**src/rtl/ram_arbiter.sv**
```systemverilog
// ram_arbiter: shares the single data RAM between the CPU data-memory port
// and a secondary bus master (DMA / loader / debug). The CPU wins by default.
// A DMA request refused for STARVE_LIMIT consecutive cycles forces a short
// DMA burst, and the CPU is held off while that burst takes its slots.
module ram_arbiter #(
    parameter int ADDR_W       = 32,
    parameter int DATA_W       = 32,
    parameter int STARVE_LIMIT = 8,
    parameter int BURST_MAX    = 4
) (
    input  logic              clk_100MHz,
    input  logic              arst,
    // CPU data-memory port
    input  logic              cpu_r_ena_i,
    input  logic [ADDR_W-1:0] cpu_r_addr_i,
    input  logic              cpu_w_ena_i,
    input  logic [ADDR_W-1:0] cpu_w_addr_i,
    input  logic [DATA_W-1:0] cpu_w_data_i,
    output logic [DATA_W-1:0] cpu_r_data_o,
    output logic              cpu_hold_o,
    // secondary master
    input  logic              dma_req_i,
    input  logic              dma_we_i,
    input  logic [ADDR_W-1:0] dma_addr_i,
    input  logic [DATA_W-1:0] dma_wdata_i,
    output logic              dma_gnt_o,
    output logic              dma_rvalid_o,
    output logic [DATA_W-1:0] dma_rdata_o,
    // RAM port
    output logic              ram_r_ena_o,
    output logic [ADDR_W-1:0] ram_r_addr_o,
    output logic              ram_w_ena_o,
    output logic [ADDR_W-1:0] ram_w_addr_o,
    output logic [DATA_W-1:0] ram_w_data_o,
    input  logic [DATA_W-1:0] ram_r_data_i
);

    // Counter widths: wide enough to hold their limit values.
    localparam int SC_W = (STARVE_LIMIT < 1) ? 1 : $clog2(STARVE_LIMIT + 1);
    localparam int BC_W = (BURST_MAX < 1) ? 1 : $clog2(BURST_MAX + 1);

    localparam logic [SC_W-1:0] STARVE_TOP  = SC_W'(STARVE_LIMIT);
    localparam logic [SC_W-1:0] STARVE_ONE  = SC_W'(1);
    localparam logic [SC_W-1:0] STARVE_ZERO = SC_W'(0);
    localparam logic [BC_W-1:0] BURST_TOP   = BC_W'(BURST_MAX);
    localparam logic [BC_W-1:0] BURST_ONE   = BC_W'(1);
    localparam logic [BC_W-1:0] BURST_ZERO  = BC_W'(0);

    // With a burst length of one, the forced grant taken in S_CPU is already
    // the whole burst, so S_BURST is never entered.
    localparam logic BURST_MULTI = (BURST_MAX > 1) ? 1'b1 : 1'b0;

    // FSM encoding
    localparam logic [0:0] S_CPU   = 1'b0;
    localparam logic [0:0] S_BURST = 1'b1;

    logic [0:0]      state_r;
    logic [0:0]      state_nxt_s;
    logic [SC_W-1:0] starve_cnt_r;
    logic [SC_W-1:0] starve_nxt_s;
    logic [BC_W-1:0] burst_cnt_r;
    logic [BC_W-1:0] burst_nxt_s;

    logic              cpu_acc_s;
    logic              starve_hit_s;
    logic              dma_own_s;
    logic              burst_last_s;
    logic              dma_rd_gnt_s;
    logic              rvalid_r;
    logic [DATA_W-1:0] rdata_r;

    assign cpu_acc_s    = cpu_r_ena_i | cpu_w_ena_i;
    assign starve_hit_s = (starve_cnt_r == STARVE_TOP);
    // burst_cnt_r counts forced grants already taken; the grant that brings
    // the total to BURST_MAX is the last one of the burst.
    assign burst_last_s = ((burst_cnt_r + BURST_ONE) >= BURST_TOP);
    assign dma_rd_gnt_s = dma_own_s & ~dma_we_i;

    // Decide which master owns the RAM in the current cycle.
    always_comb begin
        dma_own_s = 1'b0;
        case (state_r)
            S_CPU: begin
                if (dma_req_i && (!cpu_acc_s || starve_hit_s)) begin
                    dma_own_s = 1'b1;
                end else begin
                    dma_own_s = 1'b0;
                end
            end
            S_BURST: begin
                dma_own_s = dma_req_i;
            end
            default: begin
                dma_own_s = 1'b0;
            end
        endcase
    end

    // Steer the RAM port to the owning master and raise hold on a lost CPU access.
    always_comb begin
        ram_r_ena_o  = cpu_r_ena_i;
        ram_r_addr_o = cpu_r_addr_i;
        ram_w_ena_o  = cpu_w_ena_i;
        ram_w_addr_o = cpu_w_addr_i;
        ram_w_data_o = cpu_w_data_i;
        dma_gnt_o    = 1'b0;
        cpu_hold_o   = 1'b0;
        if (dma_own_s) begin
            ram_r_ena_o  = ~dma_we_i;
            ram_r_addr_o = dma_addr_i;
            ram_w_ena_o  = dma_we_i;
            ram_w_addr_o = dma_addr_i;
            ram_w_data_o = dma_wdata_i;
            dma_gnt_o    = 1'b1;
            cpu_hold_o   = cpu_acc_s;
        end else begin
            dma_gnt_o  = 1'b0;
            cpu_hold_o = 1'b0;
        end
    end

    // Starvation counter: counts refused request cycles, saturating at the limit.
    always_comb begin
        starve_nxt_s = STARVE_ZERO;
        if (dma_req_i && !dma_own_s) begin
            if (starve_hit_s) begin
                starve_nxt_s = starve_cnt_r;
            end else begin
                starve_nxt_s = starve_cnt_r + STARVE_ONE;
            end
        end else begin
            starve_nxt_s = STARVE_ZERO;
        end
    end

    // Next-state and burst-length logic.
    always_comb begin
        state_nxt_s = state_r;
        burst_nxt_s = burst_cnt_r;
        case (state_r)
            S_CPU: begin
                // Only a forced grant that actually displaces the CPU starts a burst.
                if (dma_own_s && cpu_acc_s && starve_hit_s && BURST_MULTI) begin
                    state_nxt_s = S_BURST;
                    burst_nxt_s = BURST_ONE;
                end else begin
                    state_nxt_s = S_CPU;
                    burst_nxt_s = BURST_ZERO;
                end
            end
            S_BURST: begin
                if (!dma_req_i) begin
                    state_nxt_s = S_CPU;
                    burst_nxt_s = BURST_ZERO;
                end else if (burst_last_s) begin
                    state_nxt_s = S_CPU;
                    burst_nxt_s = BURST_ZERO;
                end else begin
                    state_nxt_s = S_BURST;
                    burst_nxt_s = burst_cnt_r + BURST_ONE;
                end
            end
            default: begin
                state_nxt_s = S_CPU;
                burst_nxt_s = BURST_ZERO;
            end
        endcase
    end

    // Arbitration state registers.
    always_ff @(posedge clk_100MHz or posedge arst) begin
        if (arst) begin
            state_r      <= S_CPU;
            starve_cnt_r <= STARVE_ZERO;
            burst_cnt_r  <= BURST_ZERO;
        end else begin
            state_r      <= state_nxt_s;
            starve_cnt_r <= starve_nxt_s;
            burst_cnt_r  <= burst_nxt_s;
        end
    end

    // Capture DMA read data on a granted read; valid pulses the following cycle.
    always_ff @(posedge clk_100MHz or posedge arst) begin
        if (arst) begin
            rvalid_r <= 1'b0;
            rdata_r  <= {DATA_W{1'b0}};
        end else begin
            rvalid_r <= dma_rd_gnt_s;
            if (dma_rd_gnt_s) begin
                rdata_r <= ram_r_data_i;
            end else begin
                rdata_r <= rdata_r;
            end
        end
    end

    assign dma_rvalid_o = rvalid_r;
    assign dma_rdata_o  = rdata_r;
    assign cpu_r_data_o = ram_r_data_i;

endmodule
```
**config.mk**
```make
export PLATFORM = sky130hd
export DESIGN_NAME = ram_arbiter
export DESIGN_NICKNAME = d
export VERILOG_FILES = /design/src/rtl/ram_arbiter.sv
export SDC_FILE = /design/constraint.sdc
export NUM_CORES = 1
export LEC_CHECK = 0
export ABC_CLOCK_PERIOD_IN_PS = 4750
export BUFFER_PORTS_ARGS = -buffer_cell sky130_fd_sc_hd__buf_2
export CAP_MARGIN = 20
export CELL_PAD_IN_SITES_DETAIL_PLACEMENT = 0
export CELL_PAD_IN_SITES_GLOBAL_PLACEMENT = 1
export CORE_AREA = 10 10 132 134
export CTS_CLUSTER_SIZE = 40
export DETAILED_ROUTE_END_ITERATION = 10
export DIE_AREA = 0 0 142 144
export GPL_TIMING_DRIVEN = 0
export PLACE_DENSITY_LB_ADDON = 0.08
export SETUP_SLACK_MARGIN = 0.4
export SLEW_MARGIN = 20
export SYNTH_ARGS = -nofsm -noshare
export SYNTH_HDL_FRONTEND = slang
export SYNTH_SLANG_ARGS = --single-unit
export TNS_END_PERCENT = 10
```
**constraint.sdc**
```tcl
create_clock -name clk_100MHz -period 4.75 [get_ports clk_100MHz]
set_input_delay 0.475 -clock clk_100MHz [delete_from_list [all_inputs] [get_ports clk_100MHz]]
set_output_delay 0.475 -clock clk_100MHz [all_outputs]
set_load 0.005 [all_outputs]
```
# Word level (Yosys, flattened, before mapping)
# Cells that the tools add are included.
[classes] bitwise_logic=4 eq_ne=2 magnitude_cmp=1 n_addsub=2 mux=19 n_reduce_logical=7
[ops] operator="$mux W32" count=3
[ops] operator="$mux W1" count=9
[ops] operator="$mux W4" count=2
[ops] operator="$mux W3" count=2
[ops] operator="$pmux W3 S2" count=1
[ops] operator="$add A4 B1 Y4 const B" count=1
[ops] operator="$eq A4 B4 Y1 const B" count=1
[ops] operator="$logic_and A1 B1 Y1" count=4
[ops] operator="$pmux W1 S2" count=2
[ops] operator="$add A3 B1 Y3 const B" count=1
[ops] operator="$ge A3 B3 Y1 const B" count=1
[ops] operator="$logic_not A1 Y1" count=2
[ops] operator="$ne A2 B2 Y1 const B" count=1
[ops] operator="$not A1 Y1" count=2
[ops] operator="$and A1 B1 Y1" count=1
[ops] operator="$logic_or A1 B1 Y1" count=1
[ops] operator="$or A1 B1 Y1" count=1
[totals] regBits=41 wordCells=40

# Logic depth before layout (Yosys ltp)
# Gate-level depths: netlist of the first run.
[depth] ltp_word=10 ltp_mapped=8 mapped_depth_nobuf=5

# Least setup slack after synthesis of the first run
# Ideal clock, no wire load.
[synth_path] path_type="flip-flop to output port" from="reg starve_cnt_r[0]" to="out ram_w_addr_o[0]" path_stages_with_launch=9 n_path_buf=3 arrival_time_ns=1.911 slack_ns=2.364 path_cell_list="dfrtp_1 > inv_1 > ha_1 > and3b_1 > buf_2 > o31ai_4 > buf_4 > buf_4 > mux2_1"
[synth_via] elab_chain_len=6
[synth_rtl] element="start, declared" line_no="59" rtl="logic [SC_W-1:0] starve_cnt_r;"
[synth_rtl] element="start signal, assigned" line_no="178" rtl="starve_cnt_r <= starve_nxt_s;"
[synth_rtl] element="$eq A4 B4 Y1" line_no="73" rtl="assign starve_hit_s = (starve_cnt_r == STARVE_TOP);"
[synth_rtl] element="$logic_or A1 B1 Y1" line_no="84" rtl="if (dma_req_i && (!cpu_acc_s || starve_hit_s)) begin"
[synth_rtl] element="$logic_and A1 B1 Y1" line_no="84"
[synth_rtl] element="$mux W1" line_no="84"
[synth_rtl] element="$pmux W1 S2" line_no="82" rtl="case (state_r)"
[synth_rtl] element="$mux W32" line_no="108" rtl="if (dma_own_s) begin"
[synth_rtl] element="end, declared" line_no="33" rtl="output logic [ADDR_W-1:0] ram_w_addr_o,"
# Every way passes these cells.

# Final worst setup path of the first run
[layout_path] from="reg starve_cnt_r[0]" to="out ram_w_addr_o[12]"
# Same word-level chain as after synthesis.

==> metrics.md, run 1 <==
| Metric | Value |
|---|---|
| Slew @ Worst Pin | `525 ps` |
| Period utilization | `67.1%` |
| Worst EP arrival | `2710 ps` |
| Initial Util | `20.7%` |
| WS Path Type | `flip-flop to output pin` |
| # nets final | `827` |
| CP Data Required Time | `4280 ps` |
| RSZ-0062 raised after global routing | `false` |
| Min cycle time layout | `3190 ps` |
| Fill cells | `1542` |
| CTS tree | `done` |
| Post-CTS Hold Buffers | `0` |
| Syn Area/Cell | `12.0 um^2` |
| Share of cells above drive strength 1 | `84.1%` |
| Final setup viols | `0` |
| CTS Sinks | `41` |
| Worst Hold Class | `input port to async pin` |
| First-pass GRT wire length | `22.8 mm` |
| Clock skew | `3.87 ps` |
| Worst Path Buf+Inv | `5` |
| Post-layout power | `1.21 mW` |
| Cts bufs inserted | `5` |
| Die height | `144 um` |
| Sum Neg Setup Slack | `0 ps` |
| Sequential area share after synthesis | `33.4%` |
| Hold Slack | `127 ps` |
| Vias | `3398` |
| Row count | `45` |
| EDFF count, synth | `0` |
| CTS clk-pin slew, worst paths | `60 ps` |
| Largest net degree at the start of global routing | `32` |
| Async SR Flop Fraction | `100%` |
| Die area | `0.0204 mm^2` |
| Crit-path max FO | `10` |
| Worst slew margin | `64.9%` |
| # Post-CTS Setup Buffers | `0` |
| Synth-to-layout area growth | `72.0%` |
| Mapped Area | `0.00307 mm^2` |
| Startpoint types | `flip-flop` |
| DR WL/cell | `20.2 um` |
| Leakage power | `2.90 nW` |
| Synth unique cells | `26` |
| Max-slew violation count | `0` |
| Fmax | `314 MHz` |
| Max cap viols | `0` |
| Crit-path cells | `inv_1, ha_1, and3b_1, buf_2, o31ai_4, buf_4, buf_4, mux2_1, buf_2` |
| Clock Path Buffers | `2` |
| Port Buffer Count | `362` |
| Status | `finished clean` |
| Post-detail-place hpwl | `14.8 mm` |
| CTS H-tree depth | `2` |
| DRT antenna net count | `0` |
| Pwr dens | `229 mW/mm^2` |
| DR vias/cell | `4.15` |
| Drt pass-1 iters | `4` |
| Initial DRC Count | `76` |
| Placed instance count | `807` |
| Synth warnings | `0` |
| Vias in the first global route | `3574` |
| Post-Syn Nets | `457` |
| Worst Setup End Kind | `output pin` |
| Slowest stage delay, CP | `450 ps` |
| DRC Markers | `0` |
| Initial antenna violation count | `5` |
| Drt total wl | `16.5 mm` |
| Post-Place Worst Slack | `1740 ps` |
| Final Wtd Congestion | `0.862` |
| Clk Latency, worst-skew pair | `280 ps` |
| FF+latch count, synth | `41` |
| Slowest cell on the critical path | `o31ai_4` |
| Fin worst setup slack | `1560 ps` |
| Die X | `142 um` |
| # resized after CTS | `0` |
| GRT Overall Usage | `14.6%` |
| Ports | `363` |
| Core Region | `0.0149 mm^2` |
| Final Instance Count excl. Fillers | `818` |
| Hold Violations, Final | `0` |
| Dominant synthesized flop cell | `dfrtp_1` |
| CTS root buf | `clkbuf_16` |
| Total global routing overflow | `0` |
| Mapped Cells | `256` |
| Peak supply drop | `0.140 mV` |
| CP delay by family, top | `buffers and inverters` |
routing by layer:
metal	track usage (%)	wire, um	vias up	part of all wire (%)
li1	-	-	1615	-
met1	14.8	5740	1576	35
met2	27.7	8970	180	54
met3	4.89	1400	23	8.5
met4	3.71	359	4	2.2
met5	0	30	-	0.18
cell usage after synthesis (2+ instances only):
| cell type | n | area, um^2 |
|---|---|---|
| a21boi_0 | 2 | 15.0 |
| nand3b_1 | 2 | 15.0 |
| clkbuf_1 | 2 | 7.51 |
| and3_1 | 4 | 25.0 |
| xnor2_1 | 2 | 17.5 |
| ha_1 | 3 | 37.5 |
| nor2_1 | 4 | 15.0 |
| buf_4 | 35 | 263 |
| inv_1 | 6 | 22.5 |
| dfrtp_1 | 41 | 1030 |
| nand2_1 | 4 | 15.0 |
| buf_2 | 11 | 55.1 |
| mux2_1 | 18 | 203 |
| mux2_2 | 110 | 1240 |
cell families (layout without fill, tap and decap cells):
family          count (synthesis)  in the layout  synth area share [%]
flops                          41             41                  33.4
fa+ha+maj                       3              3                  1.22
mux                           128            128                  46.9
xor+xnor                        3              3                 0.856
compound gates                  7              7                  2.81
other cells                     1              4                 0.122
simple gates                   19             19                  3.34
buf+inv                        54            425                  11.3
layout make-up:
| type | instances | area (um^2) | area share (%) |
|---|---|---|---|
| Antenna cell | 3 | 7.51 | 0.142 |
| Buffer | 48 | 325 | 6.16 |
| Clock buffer | 8 | 136 | 2.58 |
| Inverter | 6 | 22.5 | 0.426 |
| Multi-Input combinational cell | 161 | 1700 | 32.1 |
| Sequential cell | 41 | 1030 | 19.4 |
| Tap cell | 188 | 235 | 4.45 |
| Timing Repair Buffer | 363 | 1830 | 34.7 |
through the flow:
stage,util [%],area (um^2)
5_1_grt,35.5,5280
6_report,35.5,5280
3_5_place_dp,34.6,5140
3_3_place_gp,34.4,5120
2_1_floorplan,-,3070
4_1_cts,35.5,5280
worst reg2reg max path, delay by kind of cell (launching register included):
kind	cells	cell delay [ps]
buffers and inverters	3	560
AOI/OAI and AO/OA	1	440
DFF	1	370
muxes	1	370
adders and majority gates	1	200
and+or+nand+nor	1	150
path summary, 6_finish.rpt:
check,from,endpoint,slack (ps),depth (start not counted)
max,starve_cnt_r[0],ram_w_addr_o[12],1560,9
min,arst,dma_rdata_o[19],130,2
max reg2reg,starve_cnt_r[0],dma_rdata_o[17],2540,7
min reg2reg,dma_rdata_o[1],dma_rdata_o[1],500,1
max in group asynchronous,arst,starve_cnt_r[3],4180,3
min in group clk_100MHz,ram_r_data_i[5],dma_rdata_o[5],440,2
registers in the layout, summed over array words and instances (netlist names):
| signal | cells |
|---|---|
| dma_rdata_o | 32 |
| starve_cnt_r | 4 |
| burst_cnt_r | 3 |
| dma_rvalid_o | 1 |
| state_r | 1 |
report_power, final:
group	leakage [nW]	switching (mW)	internal, mW	total, mW
sequential	0.505	0.0287	0.413	0.441
combinational	2.33	0.186	0.263	0.449
clock	0.0652	0.124	0.195	0.319
total	2.90	0.338	0.871	1.21
cell usage in the layout, fill, tap and decap left out, drive strengths merged, types with 2 or more instances in the layout:
| master | count |
|---|---|
| nand2 | 4 |
| diode | 3 |
| and3 | 4 |
| nor2 | 4 |
| dfrtp | 41 |
| inv | 6 |
| a21boi | 2 |
| mux2 | 128 |
| ha | 3 |
| buf | 409 |
| nand3b | 2 |
| clkbuf | 10 |
| xnor2 | 2 |
Power figures use the tool's default switching activity.
==> run 2: changes to the inputs <==
--- a/config.mk
+++ b/config.mk
@@ -5,15 +5,15 @@
 export SDC_FILE = /design/constraint.sdc
 export NUM_CORES = 1
 export LEC_CHECK = 0
-export ABC_CLOCK_PERIOD_IN_PS = 4750
+export ABC_CLOCK_PERIOD_IN_PS = 2900
 export BUFFER_PORTS_ARGS = -buffer_cell sky130_fd_sc_hd__buf_2
 export CAP_MARGIN = 20
 export CELL_PAD_IN_SITES_DETAIL_PLACEMENT = 0
 export CELL_PAD_IN_SITES_GLOBAL_PLACEMENT = 1
-export CORE_AREA = 10 10 132 134
+export CORE_MARGIN = 10
+export CORE_UTILIZATION = 20
 export CTS_CLUSTER_SIZE = 40
 export DETAILED_ROUTE_END_ITERATION = 10
-export DIE_AREA = 0 0 142 144
 export GPL_TIMING_DRIVEN = 0
 export PLACE_DENSITY_LB_ADDON = 0.08
 export SETUP_SLACK_MARGIN = 0.4
==> constraint.sdc (replaced) <==
create_clock -name clk_100MHz -period 2.9 [get_ports clk_100MHz]
set_input_delay 0.29 -clock clk_100MHz [delete_from_list [all_inputs] [get_ports clk_100MHz]]
set_output_delay 0.29 -clock clk_100MHz [all_outputs]
set_load 0.005 [all_outputs]
==> run 2 against run 1 <==
Critical path depth increased by 1. Total power increased by 78%. Non-clock buffer count increased by 23. Via count increased by 5.1%. Die area increased by 1.3%. Flip-flop and latch count unchanged. Count of clock-buffer cells in the layout decreased by 2. Wire length increased by 8.5%. Clock power increased by 67%. Cell count increased by 2.8%. Clock skew increased by 4.0 ps. Largest cell class unchanged. Largest power group unchanged.
==> metrics.md, run 2 (synthesis results as in run 1) <==
| Metric | Value |
|---|---|
| Final setup viols | `0 (unchanged)` |
| CTS root buf | `clkbuf_16` |
| Sum Neg Setup Slack | `0 ps (unchanged)` |
| Crit-path cells | `inv_2, ha_4, and3b_1, buf_6, o31ai_4, buf_6, buf_12, clkbuf_16, mux2_4, buf_6` |
| Commonest non-fill, non-tap cell in the layout | `buf_2` |
| Most used cell along the critical path | `buf_6` |
| Most frequent cells in the layout | `321 x buf_2, 62 x mux2_2, 53 x buf_6` |
| CTS H-tree depth | `2 (unchanged)` |
| Post-Place Worst Slack | `180 ps (-1560 ps)` |
| Total global routing overflow | `0 (unchanged)` |
| Worst EP arrival | `2310 ps (-400 ps)` |
| DRT antenna net count | `0 (unchanged)` |
| Flip-flop count of the largest register after layout | `32 (unchanged)` |
| Vias in the first global route | `3852 (+7.8%)` |
| Clock skew | `7.85 ps (+3.98 ps)` |
| Fmax | `384 MHz` |
| Die area | `0.0207 mm^2 (+1.3%)` |
| Post-detail-place hpwl | `15.3 mm (+3.8%)` |
| Reg-to-reg critical path endpoint | `dma_rdata_o[24]` |
| # nets final | `850 (+2.8%)` |
| Pwr dens | `347 mW/mm^2 (+52%)` |
| CTS Sinks | `41 (unchanged)` |
| Share of cells above drive strength 1 | `85.5% (+1.5 points)` |
| Crit-path max FO | `6 (-4)` |
| Post-CTS Hold Buffers | `0 (unchanged)` |
| Hold Violations, Final | `0 (unchanged)` |
| R2R depth | `9 (+2)` |
| CTS clk-pin slew, worst paths | `60 ps (about the same)` |
| Max-slew violation count | `0 (unchanged)` |
| CP Launch Point | `starve_cnt_r[1]` |
| Drt pass-1 iters | `4 (unchanged)` |
| Clk Latency, worst-skew pair | `280 ps (about the same)` |
| Reg-to-Reg Start | `starve_cnt_r[1]` |
| Slew @ Worst Pin | `546 ps (+21.0 ps)` |
| First-pass GRT wire length | `23.7 mm (+4.1%)` |
| Status | `finished clean` |
| Worst slew margin | `63.5% (-1.4 points)` |
| Leakage power | `3.47 nW (+20%)` |
| Initial Util | `20.3% (-0.38 points)` |
| Initial antenna violation count | `10 (+5)` |
| Startpoint types | `flip-flop` |
| Worst Hold Class | `input port to async pin` |
| Core Region | `0.0151 mm^2 (+1.9%)` |
| Min cycle time layout | `2600 ps` |
| Slowest stage delay, CP | `360 ps (-90 ps)` |
| Max cap viols | `0 (unchanged)` |
| Slowest cell on the critical path | `dfrtp_1` |
| GRT Overall Usage | `15.2% (+0.64 points)` |
| DR WL/cell | `21.3 um (+5.6%)` |
| Placed instance count | `807 (unchanged)` |
| Largest net degree at the start of global routing | `25 (-22%)` |
| Period utilization | `89.7%` |
| Fin util | `40.8% (+5.3 points)` |
| Die X | `144 um (+1.4%)` |
| Die height | `144 um (about the same)` |
| Final Instance Count excl. Fillers | `841 (+2.8%)` |
| CTS tree | `done` |
| Ports | `363 (unchanged)` |
| Port Buffer Count | `362 (unchanged)` |
| Reg2Reg Setup Slack | `510 ps (-2030 ps)` |
| WS Path Type | `flip-flop to output pin` |
| Final Wtd Congestion | `0.874 (+1.4%)` |
| DRC Markers | `0 (unchanged)` |
| Initial DRC Count | `62 (-18%)` |
| Worst Setup EP | `ram_r_addr_o[22]` |
| CP Data Required Time | `2610 ps (-1670 ps)` |
| Drt total wl | `17.9 mm (+8.5%)` |
| RSZ-0062 raised after global routing | `true` |
| Synth-to-layout area growth | `101%` |
| Clock Path Buffers | `2 (unchanged)` |
| Fin worst setup slack | `298 ps (-1270 ps)` |
| Vias | `3572 (+5.1%)` |
| Cts bufs inserted | `5 (unchanged)` |
| Row count | `45 (unchanged)` |
| Worst Setup End Kind | `output pin` |
| DR vias/cell | `4.25 (+2.2%)` |
| Peak supply drop | `0.428 mV (+210%)` |
==> run 2: cell type report <==
type	instances	area [um^2]
fillers	1545	8960
repair buffers	386	2440
multi-input cells	161	1890
flip-flops and latches	41	1030
plain buffers	48	420
well taps	188	235
clock buffers	6	129
inverters	6	22.5
clock inverters	2	10.0
diodes	3	7.51
==> run 2: worst min-delay path by stage <==
stage / start / to / depth (start not counted)
2_1_floorplan: ram_r_data_i[28] / dma_rdata_o[28] / 1
3_3_place_gp: dma_rdata_o[6] / dma_rdata_o[6] / 1
3_5_place_dp: arst / dma_rdata_o[1] / 2
4_1_cts: arst / dma_rdata_o[31] / 2
5_1_grt: arst / dma_rdata_o[1] / 2
6_report: arst / dma_rdata_o[1] / 2
==> run 2: metrics by stage <==
stage	hold WS [ps]	power, mW	cell area [um^2]
after floorplan	440	1.03	3070
after global placement	484	1.48	5120
after detailed placement	327	1.49	5140
after CTS	21.6	2.08	5610
after global routing	46.8	2.28	6190
final	11.3	2.15	6190
==> run 2: timing repair <==
action / CTS / global route
resized for setup: 39 / 103
setup buffers: 13 / 4
cloned: 3 / 3
endpoints found under the setup margin: 98 / 96
pin swaps: 2 / 1
==> run 2: report_power, final <==
group	internal, mW	leakage, nW	total (mW)	switching, mW
registers	0.676	0.505	0.720	0.0440
logic	0.555	2.90	0.893	0.338
clock network	0.316	0.0706	0.534	0.218
==> run 2: critical path: cells and delay by family, from the launching register on <==
| kind | cells | cell delay (ps) |
|---|---|---|
| fa+ha+maj | 1 | 150 |
| buf+inv | 6 | 750 |
| flops | 1 | 360 |
| compound gates | 1 | 270 |
| mux | 1 | 310 |
| simple gates | 1 | 160 |
==> run 2: layer usage <==
| layer | share of wire (%) | GRT usage (%) | wire length (um) |
|---|---|---|---|
| met2 | 54 | 29.2 | 9600 |
| met4 | 2.7 | 5.43 | 487 |
| met5 | 0.51 | 0 | 92 |
| met1 | 32 | 13.5 | 5790 |
| met3 | 11 | 6.96 | 1930 |
==> run 3: changes to the inputs <==
--- a/config.mk
+++ b/config.mk
@@ -5,15 +5,15 @@
 export SDC_FILE = /design/constraint.sdc
 export NUM_CORES = 1
 export LEC_CHECK = 0
-export ABC_CLOCK_PERIOD_IN_PS = 2900
+export ABC_CLOCK_PERIOD_IN_PS = 2600
 export BUFFER_PORTS_ARGS = -buffer_cell sky130_fd_sc_hd__buf_2
 export CAP_MARGIN = 20
 export CELL_PAD_IN_SITES_DETAIL_PLACEMENT = 0
 export CELL_PAD_IN_SITES_GLOBAL_PLACEMENT = 1
-export CORE_MARGIN = 10
-export CORE_UTILIZATION = 20
+export CORE_AREA = 10 10 133 135
 export CTS_CLUSTER_SIZE = 40
 export DETAILED_ROUTE_END_ITERATION = 10
+export DIE_AREA = 0 0 143 145
 export GPL_TIMING_DRIVEN = 0
 export PLACE_DENSITY_LB_ADDON = 0.08
 export SETUP_SLACK_MARGIN = 0.4
==> constraint.sdc (replaced) <==
create_clock -name clk_100MHz -period 2.6 [get_ports clk_100MHz]
set_input_delay 0.26 -clock clk_100MHz [delete_from_list [all_inputs] [get_ports clk_100MHz]]
set_output_delay 0.26 -clock clk_100MHz [all_outputs]
set_load 0.005 [all_outputs]
==> run 3 against run 2 <==
Setup slack got worse by 240 ps. Sequential power up 13%. Via count fell by 1.0%. Clock skew shrank 5.8 ps. Non-clock buffer count down 2. Clock power grew 13%. Critical path depth rose by 1. Total power grew 14%. Combinational power increased by 16%. Wire length is 0.96% higher. Cell count decreased by 0.48%. Register-to-register slack worse by 50 ps. Largest cell class unchanged.
==> metrics.md, run 3 (synthesis results as in run 1) <==
| Metric | Value |
|---|---|
| Status | `finished clean` |
| Initial antenna violation count | `6 (-4)` |
| Peak supply drop | `0.261 mV (-39%)` |
| Largest net degree at the start of global routing | `30 (+20%)` |
| Max cap viols | `0 (unchanged)` |
| Clock Path Buffers | `2 (unchanged)` |
| GRT Overall Usage | `15.8% (+0.56 points)` |
| Fin util | `41.0% (+0.19 points)` |
| Post-Place Worst Slack | `-134 ps (-314 ps)` |
| Min cycle time layout | `2550 ps` |
| Placed cell area | `0.00514 mm^2 (unchanged)` |
| Max-slew violation count | `0 (unchanged)` |
| Final setup viols | `0 (unchanged)` |
| Commonest non-fill, non-tap cell in the layout | `buf_2` |
| DRC Markers | `0 (unchanged)` |
| Clock skew | `2.04 ps (-5.81 ps)` |
| Cts bufs inserted | `5 (unchanged)` |
| Worst EP arrival | `2290 ps (-20 ps)` |
| Crit-path max FO | `5 (-1)` |
| CTS clk-pin slew, worst paths | `60 ps (about the same)` |
| Die X | `143 um (-0.65%)` |
| Ports | `363 (unchanged)` |
| Vias | `3536 (-1.0%)` |
| DR WL/cell | `21.6 um (+1.4%)` |
| Port Buffer Count | `362 (unchanged)` |
| Total global routing overflow | `0 (unchanged)` |
| Vias in the first global route | `3799 (-1.4%)` |
| Pwr dens | `398 mW/mm^2 (+15%)` |
| Slew @ Worst Pin | `538 ps (-7.72 ps)` |
| Post-layout power | `2.45 mW (+14%)` |
| Row count | `45 (unchanged)` |
| Fill cells | `1529 (-1.0%)` |
| Sum Neg Setup Slack | `0 ps (unchanged)` |
| Worst Setup End Kind | `output pin` |
| CTS Sinks | `41 (unchanged)` |
| CTS tree | `done` |
| Fin worst setup slack | `54.8 ps (-243 ps)` |
| Most frequent cells in the layout | `322 x buf_2, 59 x mux2_4, 52 x mux2_2` |
| Initial Util | `20.4% (+0.15 points)` |
| RSZ-0062 raised after global routing | `true` |
| Startpoint types | `flip-flop` |
| CTS H-tree depth | `2 (unchanged)` |
| WS Path Type | `flip-flop to output pin` |
| Flip-flop count of the largest register after layout | `32 (unchanged)` |
| Fmax | `393 MHz` |
| Final Instance Area | `0.00617 mm^2 (-0.28%)` |
| Drt pass-1 iters | `4 (unchanged)` |
| Period utilization | `97.9%` |
| DR vias/cell | `4.22 (-0.53%)` |
| Hold Violations, Final | `0 (unchanged)` |
| Worst slew margin | `64.0% (+0.52 points)` |
| Register area | `0.00103 mm^2 (unchanged)` |
| CTS root buf | `clkbuf_16` |
| Area occupied by multi-input gates | `0.00192 mm^2 (+1.5%)` |
| DRT antenna net count | `0 (unchanged)` |
| Clk Latency, worst-skew pair | `280 ps (about the same)` |
| Die height | `145 um (+0.74%)` |
| Leakage power | `3.51 nW (+1.1%)` |
| Core Region | `0.0150 mm^2 (-0.74%)` |
| Post-detail-place hpwl | `15.5 mm (+1.2%)` |
| CP Data Required Time | `2340 ps (-270 ps)` |
| Synth-to-layout area growth | `101%` |
| Drt total wl | `18.1 mm (+0.96%)` |
| Final Wtd Congestion | `0.898 (+2.8%)` |
| First-pass GRT wire length | `25.0 mm (+5.2%)` |
| Initial DRC Count | `89 (+44%)` |
| Share of cells above drive strength 1 | `85.2% (-0.38 points)` |
| Die area | `0.0207 mm^2 (about the same)` |
| Worst Hold Class | `input port to flip-flop` |
| # nets final | `848 (-0.24%)` |
==> run 3: worst max-delay path: stages, from the launching register on <==
cell and delay [ps]:
dfrtp_1 350, inv_2 40, ha_2 170, and3b_1 170, buf_6 120, o31ai_4 190
buf_6 140, buf_12 100, buf_12 120, clkbuf_16 140, mux2_2 330, buf_2 130
==> run 3: final cells by class <==
cell class | instances | area share (%)
tap | 188 | 3.81
clock buffer | 7 | 2.31
inverter | 6 | 0.365
sequential | 41 | 16.6
timing repair buffer | 384 | 38.5
multi-input combinational | 161 | 31.2
antenna | 2 | 0.0811
buffer | 48 | 7.14
==> run 3: through the flow <==
stage,std cells,hold slack [ps]
4_1_cts,832,223
3_5_place_dp,807,234
2_1_floorplan,256,410
6_report,837,229
3_3_place_gp,806,483
5_1_grt,836,228
==> run 3: what timing repair did <==
action,in CTS,in global routing
hold buffers,1,0
cloned,3,1
pin swaps,1,1
endpoints found under the setup margin,127,127
gates resized for setup,56,87
setup buffers,14,2
endpoints found under the hold margin,12,0
==> run 3: path summary, 6_finish.rpt <==
kind | start | to | slack, ps | cells past startpoint
max | starve_cnt_r[0] | ram_w_data_o[24] | 50 | 11
min reg2reg | dma_rdata_o[29] | dma_rdata_o[29] | 500 | 1
min in group asynchronous | arst | dma_rdata_o[31] | 480 | 3
max in group asynchronous | arst | dma_rdata_o[20] | 1660 | 4
max reg2reg | starve_cnt_r[0] | dma_rdata_o[27] | 460 | 8
min | ram_r_data_i[12] | dma_rdata_o[12] | 230 | 2
==> run 3: where the power goes <==
group,switching [mW],internal [mW]
clock,0.229,0.377
sequential,0.0589,0.754
combinational,0.378,0.657
==> run 3: routing by layer <==
metal | wire (um) | global-route usage (%) | part of all wire (%) | vias to the layer above
li1 | - | - | - | 1667
met2 | 9480 | 29.8 | 52 | 190
met3 | 1900 | 6.55 | 11 | 28
met4 | 349 | 4.02 | 1.9 | 8
met5 | 57 | 0 | 0.32 | -
met1 | 6290 | 15.1 | 35 | 1643
